==> config.mk <==
export PLATFORM = sky130hd
export DESIGN_NAME = serial_adder_ctrl
export DESIGN_NICKNAME = d
export VERILOG_FILES = /design/src/rtl/serial_adder_ctrl.sv
export SDC_FILE = /design/constraint.sdc
export NUM_CORES = 1
export LEC_CHECK = 0
export BUFFER_PORTS_ARGS = -buffer_cell sky130_fd_sc_hd__buf_4
export CAP_MARGIN = 20
export CELL_PAD_IN_SITES_DETAIL_PLACEMENT = 1
export CELL_PAD_IN_SITES_GLOBAL_PLACEMENT = 2
export CORE_UTILIZATION = 38
export CTS_CLUSTER_SIZE = 25
export DETAILED_ROUTE_END_ITERATION = 10
export GPL_ROUTABILITY_DRIVEN = 0
export GPL_TIMING_DRIVEN = 0
export PLACE_DENSITY = 0.81
export SYNTH_ARGS = -nofsm -noshare
export SYNTH_HDL_FRONTEND = slang
export SYNTH_SLANG_ARGS = --single-unit
==> constraint.sdc <==
create_clock -name iCLK_50 -period 4.6 [get_ports iCLK_50]
set_input_delay 0.46 -clock iCLK_50 [delete_from_list [all_inputs] [get_ports iCLK_50]]
set_output_delay 0.46 -clock iCLK_50 [all_outputs]
set_load 0.02 [all_outputs]
==> src/rtl/serial_adder_ctrl.sv <==
// Bit-serial adder sequencer: drives one external full adder LSB first, one bit per clock,
// and collects the sum/carry into held result registers with a start/busy/done handshake.
`timescale 1ns/1ps
module serial_adder_ctrl #(
  parameter int WIDTH = 8
) (
  input  logic             iCLK_50,
  input  logic             iRST_N,
  input  logic             iSTART,
  input  logic [WIDTH-1:0] iA,
  input  logic [WIDTH-1:0] iB,
  input  logic             iCIN,
  output logic             oFA_A,
  output logic             oFA_B,
  output logic             oFA_CIN,
  input  logic             iFA_S,
  input  logic             iFA_COUT,
  output logic             oBUSY,
  output logic             oDONE,
  output logic [WIDTH-1:0] oSUM,
  output logic             oCOUT
);

  localparam int CW = $clog2(WIDTH);
  localparam logic [1:0] S_IDLE = 2'd0;
  localparam logic [1:0] S_RUN  = 2'd1;
  localparam logic [1:0] S_DONE = 2'd2;

  logic [1:0]       state_q, state_d;
  logic [WIDTH-1:0] a_q, a_d, b_q, b_d, s_q, s_d, sum_q, sum_d;
  logic             carry_q, carry_d, cout_q, cout_d;
  logic [CW-1:0]    cnt_q, cnt_d;
  logic             run, last;

  assign run  = (state_q == S_RUN);
  assign last = (cnt_q == CW'(WIDTH-1));

  // Adder inputs come straight from registers, so iFA_* never loops back combinationally.
  assign oFA_A   = run & a_q[0];
  assign oFA_B   = run & b_q[0];
  assign oFA_CIN = run & carry_q;
  assign oBUSY   = run;
  assign oDONE   = (state_q == S_DONE);
  assign oSUM    = sum_q;
  assign oCOUT   = cout_q;

  always_comb begin
    state_d = state_q;
    a_d     = a_q;
    b_d     = b_q;
    s_d     = s_q;
    carry_d = carry_q;
    cnt_d   = cnt_q;
    sum_d   = sum_q;
    cout_d  = cout_q;
    case (state_q)
      S_IDLE: begin
        if (iSTART) begin
          a_d     = iA;
          b_d     = iB;
          carry_d = iCIN;
          cnt_d   = '0;
          state_d = S_RUN;
        end
      end
      S_RUN: begin
        a_d     = {1'b0, a_q[WIDTH-1:1]};
        b_d     = {1'b0, b_q[WIDTH-1:1]};
        s_d     = {iFA_S, s_q[WIDTH-1:1]};
        carry_d = iFA_COUT;
        cnt_d   = cnt_q + 1'b1;
        if (last) begin
          sum_d   = {iFA_S, s_q[WIDTH-1:1]};
          cout_d  = iFA_COUT;
          state_d = S_DONE;
        end
      end
      S_DONE:  state_d = S_IDLE;
      default: state_d = S_IDLE;
    endcase
  end

  always_ff @(posedge iCLK_50 or negedge iRST_N) begin
    if (!iRST_N) begin
      state_q <= S_IDLE;
      a_q     <= '0;
      b_q     <= '0;
      s_q     <= '0;
      carry_q <= 1'b0;
      cnt_q   <= '0;
      sum_q   <= '0;
      cout_q  <= 1'b0;
    end else begin
      state_q <= state_d;
      a_q     <= a_d;
      b_q     <= b_d;
      s_q     <= s_d;
      carry_q <= carry_d;
      cnt_q   <= cnt_d;
      sum_q   <= sum_d;
      cout_q  <= cout_d;
    end
  end

endmodule

# Word-level counts from Yosys, hierarchy flattened

Index checks and enable logic that the tools add are counted.
W data, S select, Z words.

Equal/unequal tests: 5
Mux-type cells: 11
$add $sub $neg: 1
Bitwise gates (word level): 3
Reduce and logical (&&, ||, !) cells: 5

Operators by type and width:

| operator              | number |
|---|---|
| $pmux W8 S2           | 2 |
| $mux W8               | 2 |
| $pmux W3 S2           | 1 |
| $reduce_and A2 Y1     | 3 |
| $mux W2               | 2 |
| $pmux W2 S2           | 1 |
| $add A3 B1 Y3 const B | 1 |
| $and A1 B1 Y1         | 3 |
| $eq A3 B3 Y1 const B  | 1 |
| $mux W3               | 1 |
| $eq A2 B1 Y1 const B  | 1 |
| $eq A2 B2 Y1 const B  | 1 |
| $logic_not A2 Y1      | 1 |
| $ne A2 B1 Y1 const B  | 1 |
| $ne A2 B2 Y1 const B  | 1 |
| $pmux W1 S2           | 1 |
| $reduce_bool A2 Y1    | 1 |
| $mux W1               | 1 |

Flip-flop bits (word level): 39
Output and inout port bits: 14
Input bits: 22

# Longest topological paths before layout

Depth in word-level cells: 3
Gate-level depth with buffers: 5

# Worst setup path after synthesis

Ideal clock, no wire load.

Path kind: flip-flop to output port
Start: register state_q[1]
End: output oDONE
Path slack: 3.081 ns
Data required time: 4.140 ns
Buffers on the path: 2
Arrival time: 1.059 ns
Stages on the path, launching flop included: 4
Cell sequence: dfrtp_1 > buf_2 > buf_4 > nor2b_1

Word-level cells in the longest chain between the ends: 1

Ends and longest elaborated chain:

| element                | line | source |
|---|---|---|
| from (decl)            | 29   | `logic [1:0] state_q, state_d;` |
| from (signal assigned) | 94   | `state_q <= state_d;` |
| $eq A2 B2 Y1           | 43   | `assign oDONE = (state_q == S_DONE);` |
| to (decl)              | 19   | `output logic oDONE,` |

Every way passes these cells.

# Worst setup path after layout

Same ends and word-level chain as after synthesis.

==> metrics.cfg <==
[status]
outcome = finished clean

[critical_path]
slowest_delay_ns = 0.40
slowest_stage = dfrtp_1
cp-start-kind = flip-flop
crit_chain = buf_2 -> buf_4 -> nor2b_1 -> buf_4
critPathMaxFanout = 10
worstSetupEndpointType = primary output
crit_buf_inv = 3
critPathKind = reg -> out
arrival_ns = 1.44
r2r_setup_slack_ns = 2.97
crit_family = buffers and inverters
crit_top_cell = buf_4
required_ns = 4.14

[grt]
grt_pass1_wl_um = 7038
grt_pass1_vias = 1455
antenna_found_initial = 0
grt.total_usage_pct = 18.30
grt_max_degree = 39
overflow = 0

[clocking]
post_cts_buffers = 0
holdBufCountCts = 0
cts_resized = 0
insertion_delay_ns = 0.28
cts_tree = built
clkSinkCount = 38
clock_path_buffers = 2
clkTransAtPathRegs_ns = 0.07
htree_levels = 2
cts_made_buffers = 5
root_buffer = clkbuf_8

[yosys]
synth_most_common_cell = dfrtp_1
synth_top_cell_area_share_pct = 53.86
syn_area_per_cell_um2 = 12.43
synth_cell_types = 26
synthArstFlopShare_pct = 100.0
synth_nets = 166
ys_ff_latch = 38
synth_flop_cell = dfrtp_1
synth-edff-count = 0
yosys-top-cells-area = dfrtp_1 (54%), mux2_1 (10%), nor4b_1 (6.9%)
netlist_instances = 142
synth_top_cells_by_count = dfrtp_1 (38), mux2_1 (16), inv_1 (15), nor4b_1 (14), nor3b_1 (12)
syn_area_um2 = 1765
synth_top_cell_by_area = dfrtp_1
synth_warnings = 0
synth-seq-area-share_pct = 53.86

[final_layout]
area_growth_pct = 26.22
drive_above_1_share_pct = 30.43
fill_cells = 479
fin_nets = 207
layoutNonFillerInstCount = 236
post-route-util_pct = 50.48
n_antenna_cell = 0

[sta]
min_period_ns = 1.904
tightest_slew_ns = 0.5349
fmax_mhz = 525.2
setup_viol = 0
max_slew_margin_pct = 64.34
setup_tns_ns = 0
hold_violations = 0
timing.final.crit_share_pct = 41.39
rsz0062_at_grt = false
maxSlewViolCount = 0
fin_skew_ns = 0.004231

[routing]
routedWlPerCell_um = 17.51
drc_errors = 0
antenna_left = 0
wl_um = 4132
first_pass_iters = 4
drtIter0Drc = 25
routed_via_density = 5.500
num_vias = 1298

[power]
power.density_nw_per_um2 = 714.3
peakVddDrop_mv = 0.2791
power.leakage_uw = 0.001021

[floorplanning]
ios = 36
num_rows = 24
start_util_pct = 39.99
die_h_um = 70.16
coreArea_um2 = 4414
die_x_um = 70.16
dieArea_um2 = 4922

[job]
maxCapViolCount = 0

[place]
dp_hpwl_um = 2869
placed_cells = 228
io_buffers = 34

[worst_hold_path]
min-delay-path-class = in -> async

==> logic make-up after synthesis <==
group,Yosys count,share of synthesized area [%]
buf+inv,28,7.654
flops,38,53.86
mux,17,10.77
fa+ha+maj,2,1.417
simple gates,35,15.24
compound gates,22,11.06
==> registers in the layout (all words and copies together) (netlist names) <==
name,count
a_q,8
b_q,8
oSUM,8
s_q,7
cnt_q,3
state_q,2
carry_q,1
oCOUT,1
==> layer usage <==
layer / wire (um) / track usage (%) / share of wire (%)
met5: 0 / 0 / 0
met4: 18 / 3.778 / 0.44
met3: 143 / 4.040 / 3.5
met2: 2126 / 31.30 / 51
met1: 1845 / 23.83 / 45
==> power by group <==
part	leakage [uW]	switching (uW)	internal, uW
Sequential	0.000447	84.0	496
Combinational	0.000503	354	309
Clock	0.0000714	118	231
Total	0.00102	556	1040
==> worst reg2reg max path, cell delays in order (launching register included) <==
cell and delay [ns]:
dfrtp_1 0.40, ha_1 0.21, ha_1 0.20, nand3b_1 0.08
buf_2 0.26, mux2_1 0.36
==> final timing paths <==
path | startpoint | endpoint | cells past startpoint
worst max register to register | cnt_q[0] | oSUM[4] | 5
max in group asynchronous | iRST_N | a_q[3] | 1
min in group iCLK_50 | iB[7] | b_q[7] | 2
worst min-delay path | iRST_N | oSUM[0] | 1
worst max-delay path | state_q[1] | oDONE | 4
worst min register to register | cnt_q[0] | cnt_q[0] | 1
==> placed cells by master (no fill, tap or decap), drive strengths merged, types with 4 or more instances in the layout <==
master	count
inv	16
dfrtp	38
clkbuf	8
nor4b	14
a22o	4
mux2	16
buf	44
nor3b	12
a211oi	11
==> layout make-up <==
type                            instances  area [um^2]  area share [%]
Buffer                                 12        72.57           3.257
Clock buffer                            6        82.58           3.706
Clock inverter                          2        60.06           2.695
Inverter                               16        62.56           2.807
Multi-Input combinational cell         76        679.4           30.49
Sequential cell                        38        950.9           42.67
Tap cell                               52        65.06           2.920
Timing Repair Buffer                   34        255.2           11.45
==> through the flow <==
step / hold slack (ns) / instance area, um^2 / setup slack [ns] / power (uW)
2_1_floorplan: 0.1644 / 1765 / 3.081 / 1012
3_3_place_gp: 0.4551 / 2086 / 2.999 / 1210
3_5_place_dp: 0.4674 / 2086 / 2.981 / 1256
4_1_cts: 0.1527 / 2228 / 2.670 / 1616
5_1_grt: 0.1759 / 2228 / 2.550 / 1698
6_report: 0.1363 / 2228 / 2.696 / 1592
(Power assumes the default switching activity.)
